===== src/rtl/game_link_pkg.sv =====
// Shared definitions for the two-board game link (transmitter and future receiver).
package game_link_pkg;

  // Message header bytes and the fixed START payload
  localparam logic [7:0] HDR_START     = 8'hA5;
  localparam logic [7:0] HDR_SCORE     = 8'h5A;
  localparam logic [7:0] START_PAYLOAD = 8'h01;

  // Number of bytes per message: header, payload, checksum
  localparam int unsigned MSG_BYTES = 3;

  typedef enum logic {
    MSG_START = 1'b0,
    MSG_SCORE = 1'b1
  } msg_t;

  typedef enum logic [1:0] {
    ST_IDLE = 2'd0,
    ST_SEND = 2'd1,
    ST_NEXT = 2'd2
  } state_t;

  // Header byte for a given message type
  function automatic logic [7:0] msg_header(input msg_t m);
    return (m == MSG_START) ? HDR_START : HDR_SCORE;
  endfunction

endpackage


===== src/rtl/uart_tx_byte.sv =====
// 8N1 byte serialiser: start bit, 8 data bits LSB first, stop bit.
// ready goes high one cycle before the stop bit ends (or when idle) so the
// caller can present the next byte with load in the following cycle and get
// a gapless back-to-back stream.
module uart_tx_byte
  import game_link_pkg::*;
#(
  parameter int CLKS_PER_BIT = 651
) (
  input  logic       pclk,
  input  logic       rst,
  input  logic       load,
  input  logic [7:0] data,
  output logic       tx,
  output logic       ready
);

  localparam int CW = $clog2(CLKS_PER_BIT);
  localparam logic [CW-1:0] CNT_LAST = CW'(CLKS_PER_BIT - 1);
  localparam logic [CW-1:0] CNT_PRE  = CW'(CLKS_PER_BIT - 2);
  localparam logic [3:0]    IDX_STOP = 4'd9;

  logic          active;
  logic [CW-1:0] bit_cnt;
  logic [3:0]    bit_idx;
  logic [7:0]    shreg;
  logic          last_cycle;

  assign last_cycle = active && (bit_idx == IDX_STOP) && (bit_cnt == CNT_LAST);
  assign ready      = !active || ((bit_idx == IDX_STOP) && (bit_cnt == CNT_PRE));

  // Bit timing and shifting; a new byte may be loaded when idle or in the final stop-bit cycle
  always_ff @(posedge pclk) begin
    // NOTE: sequential state uses non-blocking assignments so every register
    // samples pre-edge values, independent of statement order.
    if (rst) begin
      active  <= 1'b0;
      bit_cnt <= '0;
      bit_idx <= '0;
      shreg   <= '0;
      tx      <= 1'b1;
    end else if (load && (!active || last_cycle)) begin
      active  <= 1'b1;
      bit_cnt <= '0;
      bit_idx <= '0;
      shreg   <= data;
      tx      <= 1'b0;
    end else if (active) begin
      if (bit_cnt == CNT_LAST) begin
        bit_cnt <= '0;
        if (bit_idx == IDX_STOP) begin
          active <= 1'b0;
        end else begin
          bit_idx <= bit_idx + 4'd1;
          if (bit_idx == 4'd8) begin
            tx <= 1'b1;
          end else begin
            tx    <= shreg[0];
            shreg <= {1'b0, shreg[7:1]};
          end
        end
      end else begin
        bit_cnt <= bit_cnt + 1'b1;
      end
    end
  end

endmodule


===== src/rtl/game_link_tx.sv =====
// Game link transmitter: captures START/SCORE requests, arbitrates (START
// first), and sends 3-byte messages {header, payload, header^payload} over
// an 8N1 line with no gaps between bytes or between queued messages.
module game_link_tx
  import game_link_pkg::*;
#(
  parameter int CLKS_PER_BIT = 651
) (
  input  logic       pclk,
  input  logic       rst,
  input  logic       send_start,
  input  logic       send_score,
  input  logic [6:0] score,
  output logic       tx,
  output logic       busy,
  output logic       msg_done
);

  state_t     state;
  logic       start_pend;
  logic       score_pend;
  logic [6:0] score_latched;
  logic [7:0] hdr_q;
  logic [7:0] payload_q;
  logic [1:0] byte_idx;

  logic       byte_ready;
  logic       byte_load;
  logic [7:0] byte_data;
  logic       new_msg;
  msg_t       sel_msg;
  logic [7:0] new_hdr;
  logic [7:0] new_payload;

  // Message selection and next-byte mux for the serialiser
  always_comb begin
    // NOTE: every output of this block gets a default first so no path leaves
    // a value held, which would infer a latch.
    sel_msg     = start_pend ? MSG_START : MSG_SCORE;
    new_hdr     = msg_header(sel_msg);
    new_payload = (sel_msg == MSG_START) ? START_PAYLOAD : {1'b0, score_latched};
    new_msg     = (start_pend || score_pend) &&
                  ((state == ST_IDLE) ||
                   ((state == ST_NEXT) && (byte_idx == 2'(MSG_BYTES - 1))));
    byte_load   = new_msg || ((state == ST_NEXT) && (byte_idx != 2'(MSG_BYTES - 1)));
    byte_data   = new_hdr;
    if (!new_msg) begin
      case (byte_idx)
        2'd0:    byte_data = payload_q;
        2'd1:    byte_data = hdr_q ^ payload_q;
        default: byte_data = new_hdr;
      endcase
    end
  end

  // Pending flags and score latch; a new request wins over clearing on selection
  always_ff @(posedge pclk) begin
    if (rst) begin
      start_pend    <= 1'b0;
      score_pend    <= 1'b0;
      score_latched <= '0;
    end else begin
      if (send_start) begin
        start_pend <= 1'b1;
      end else if (new_msg && (sel_msg == MSG_START)) begin
        start_pend <= 1'b0;
      end
      if (send_score) begin
        score_pend    <= 1'b1;
        score_latched <= score;
      end else if (new_msg && (sel_msg == MSG_SCORE)) begin
        score_pend <= 1'b0;
      end
    end
  end

  // Message FSM: IDLE picks a message, SEND waits for the byte to near its end,
  // NEXT queues the following byte or finishes the message
  always_ff @(posedge pclk) begin
    if (rst) begin
      state     <= ST_IDLE;
      hdr_q     <= '0;
      payload_q <= '0;
      byte_idx  <= '0;
      msg_done  <= 1'b0;
    end else begin
      msg_done <= 1'b0;
      case (state)
        ST_IDLE: begin
          if (new_msg) begin
            hdr_q     <= new_hdr;
            payload_q <= new_payload;
            byte_idx  <= '0;
            state     <= ST_SEND;
          end
        end
        ST_SEND: begin
          if (byte_ready) state <= ST_NEXT;
        end
        ST_NEXT: begin
          if (byte_idx != 2'(MSG_BYTES - 1)) begin
            byte_idx <= byte_idx + 2'd1;
            state    <= ST_SEND;
          end else begin
            msg_done <= 1'b1;
            if (new_msg) begin
              hdr_q     <= new_hdr;
              payload_q <= new_payload;
              byte_idx  <= '0;
              state     <= ST_SEND;
            end else begin
              state <= ST_IDLE;
            end
          end
        end
        default: state <= ST_IDLE;
      endcase
    end
  end

  assign busy = start_pend || score_pend || (state != ST_IDLE);

  uart_tx_byte #(
    .CLKS_PER_BIT(CLKS_PER_BIT)
  ) u_byte (
    .pclk (pclk),
    .rst  (rst),
    .load (byte_load),
    .data (byte_data),
    .tx   (tx),
    .ready(byte_ready)
  );

endmodule


===== config.mk =====
export PLATFORM = sky130hd
export DESIGN_NAME = game_link_tx
export DESIGN_NICKNAME = d
export VERILOG_FILES = /design/src/rtl/game_link_pkg.sv /design/src/rtl/uart_tx_byte.sv /design/src/rtl/game_link_tx.sv
export SDC_FILE = /design/constraint.sdc
export NUM_CORES = 1
export LEC_CHECK = 0
export BUFFER_PORTS_ARGS = -buffer_cell sky130_fd_sc_hd__buf_2
export CAP_MARGIN = 0
export CORE_ASPECT_RATIO = 0.75
export CORE_MARGIN = 8
export CORE_UTILIZATION = 45
export DETAILED_ROUTE_END_ITERATION = 12
export PLACE_DENSITY = 0.63
export SYNTH_ARGS = -nofsm -noshare
export SYNTH_HDL_FRONTEND = slang
export SYNTH_SLANG_ARGS = --single-unit

===== constraint.sdc =====
create_clock -name pclk -period 3 [get_ports pclk]
set_input_delay 0.6 -clock pclk [delete_from_list [all_inputs] [get_ports pclk]]
set_output_delay 0.6 -clock pclk [all_outputs]
set_load 0.02 [all_outputs]

==> impl_metrics.env <==
export IMPL_viasPerCell=5.53
export IMPL_rsz0062_at_grt="no"
export IMPL_period_share=0.761
export IMPL_final_common_cell="dfxtp_1"
export IMPL_yosys_warnings=0
export IMPL_hp_start="payload_q[2]"
export IMPL_cp_required_ns=3.21
export IMPL_coreArea_sq_um=5240
export IMPL_syn_area_per_cell_sq_um=8.91
export IMPL_criticalPathCategory="register to register"
export IMPL_p_per_area_nw_per_um2=546
export IMPL_overflow=0
export IMPL_cts_tree="built"
export IMPL_cts_repair_resized=0
export IMPL_synth_cell_area_sq_um=2400
export IMPL_area_delta_synth_final_pct=11.0
export IMPL_fin_setup_tns_ns=0
export IMPL_grt_max_degree=22
export IMPL_die_w_um=100
export IMPL_fin_util=0.510
export IMPL_arrival_ns=2.49
export IMPL_syn_num_nets=287
export IMPL_relSlewSlack=0.438
export IMPL_synth_edf_count=0
export IMPL_grt_pass1_wl_mm=8.45
export IMPL_routabilityCongestion=0.780
export IMPL_startpoint_type="register"
export IMPL_clk_pin_slew_worst_paths_ns=0.09
export IMPL_p_leak_nw=0.984
export IMPL_reg2reg_to="u_byte.shreg[2]"
export IMPL_antenna_found_initial=0
export IMPL_htreeDepth=2
export IMPL_r2r_worst_path_cells=4
export IMPL_rows=23
export IMPL_reg2reg_slack_ns=0.72
export IMPL_vdd_drop_max_v=0.000316
export IMPL_clkLatencyLatePin_ns=0.30
export IMPL_hold_violations=0
export IMPL_globalRouteTotalUtil=0.130
export IMPL_vias=1964
export IMPL_drc=0
export IMPL_synthArstFlopShare=0
export IMPL_synthDistinctLibCells=52
export IMPL_diodes=0
export IMPL_postCtsSetupBuffers=0
export IMPL_final_max_slew_viol_count=0
export IMPL_max_cap_violations=0
export IMPL_stdcell_area_sq_um=2670
export IMPL_crit_path_end_kind="register"
export IMPL_p_total_w=0.00146
export IMPL_finalNonFillerCells=355
export IMPL_worstMarginPinSlew_ns=0.831
export IMPL_cts_max_path_buffers=2
export IMPL_hold_class="register to register"
export IMPL_min_period_ns=2.28
export IMPL_min_to="payload_q[2]"
export IMPL_nets=296
export IMPL_dp_cells=347
export IMPL_synthFlopType="dfxtp_1"
export IMPL_start_util=0.459
export IMPL_port_buffers=13
export IMPL_r2r_start="u_byte.bit_cnt[2]"
export IMPL_grt_pass1_vias=1736
export IMPL_ios=14
export IMPL_dpl_cell_area_sq_um=2530
export IMPL_wirelength_mm=4.99
export IMPL_synth_seq_cells=47
export IMPL_yosysSeqAreaShare=0.391
export IMPL_drive_above_1_share=0.121
export IMPL_cts_hold_buf=0
export IMPL_die_h_um=79.3
export IMPL_drtIter0Drc=88
export IMPL_path_max_fanout=9
export IMPL_numCtsBuffers=5
export IMPL_setup_violations=0
export IMPL_holdPathStages=2
export IMPL_fmaxAchievable_ghz=0.438
export IMPL_clockRootBuffer="clkbuf_8"
export IMPL_dp_hpwl_mm=3.59
export IMPL_routedWlPerCell_um=14.0
export IMPL_mostFrequentLayoutCells="dfxtp_1 (47), nor2_1 (27), a21oi_1 (20)"
export IMPL_status="complete, no violations"
export IMPL_firstDrtPassIters=4
export IMPL_cts_sinks=47
export IMPL_dieArea_sq_um=7960
export IMPL_postRouteAntennaNets=0
export IMPL_syn_inst=270
export IMPL_fin_skew_ns=0.0113
[state kept, by name, summed over array words and instances (netlist names)]
| signal | cells |
|---|---|
| u_byte.bit_cnt | 10 |
| start_pend | 1 |
| score_pend | 1 |
| u_byte.shreg | 8 |
| state | 2 |
| byte_idx | 2 |
| payload_q | 7 |
| score_latched | 7 |
| hdr_q | 2 |
| u_byte.tx | 1 |
| u_byte.active | 1 |
| u_byte.bit_idx | 4 |
| msg_done | 1 |
[through the flow]
stage,hold WS (ns),worst slack [ns]
6_report,0.467,0.718
5_1_grt,0.483,0.528
4_1_cts,0.472,0.711
3_5_place_dp,0.460,0.711
3_3_place_gp,0.455,0.841
2_1_floorplan,0.444,1.13
[per-layer routing]
layer | vias up | global-route usage | wire length (um) | part of all wire
met5 | - | 0 | 0 | 0
met4 | 0 | 0.0466 | 61 | 0.012
met3 | 7 | 0.0288 | 150 | 0.030
met2 | 27 | 0.173 | 1970 | 0.39
met1 | 930 | 0.196 | 2810 | 0.56
li1 | 1000 | - | - | -
[how the worst max path moves through the flow]
stage,start,to,slack (ns)
floorplan,u_byte.bit_cnt[2],u_byte.shreg[0],1.13
global placement,u_byte.bit_cnt[2],u_byte.shreg[2],0.84
detailed placement,u_byte.bit_cnt[2],u_byte.shreg[2],0.71
CTS,u_byte.bit_cnt[2],u_byte.shreg[2],0.71
global route,u_byte.bit_cnt[2],u_byte.shreg[0],0.53
finish,u_byte.bit_cnt[2],u_byte.shreg[2],0.72
[worst max-delay path, stage by stage (launching register included)]
cell and delay, ns:
dfxtp_1 0.38, nor4b_1 0.76, o2111ai_2 0.53, mux2i_1 0.23
a221oi_1 0.29
[power by group]
part	switching, W	internal [W]
registers	0.0000330	0.000662
logic	0.000126	0.0000848
clock network	0.000219	0.000332
[Yosys cell counts, types with 4 or more instances]
cell	count	share of area
ha_1	6	0.031
inv_1	12	0.019
nand3_1	10	0.021
a221o_1	4	0.017
o211ai_1	7	0.022
nand2b_1	5	0.013
nor2_1	27	0.042
a2111oi_0	4	0.015
nand3b_1	7	0.022
nor3_1	6	0.012
nand2_1	17	0.027
xnor2_1	9	0.033
a21o_1	4	0.012
clkbuf_1	14	0.022
dfxtp_1	47	0.39
a21oi_1	20	0.042
a211oi_1	5	0.016
mux2i_1	15	0.062
o21ai_0	11	0.023
[logic make-up after synthesis]
kind of cell | Yosys count | synth area share
multiplexers | 15 | 0.0624
flip-flops | 47 | 0.391
buffers and inverters | 28 | 0.0468
adder cells (fa/ha/maj) | 6 | 0.0312
XOR/XNOR | 11 | 0.0401
AO/OA/AOI/OAI | 71 | 0.219
AND/OR/NAND/NOR | 92 | 0.209
[cell type report]
class                   count  area, sq um
clock buffers               5         68.8
clock inverters             3         67.6
fillers                   505         2570
inverters                  12         45.0
multi-input cells         195         1350
flip-flops and latches     47          941
well taps                  75         93.8
repair buffers             18          103
No activity file was read; power rests on OpenSTA's default activity.
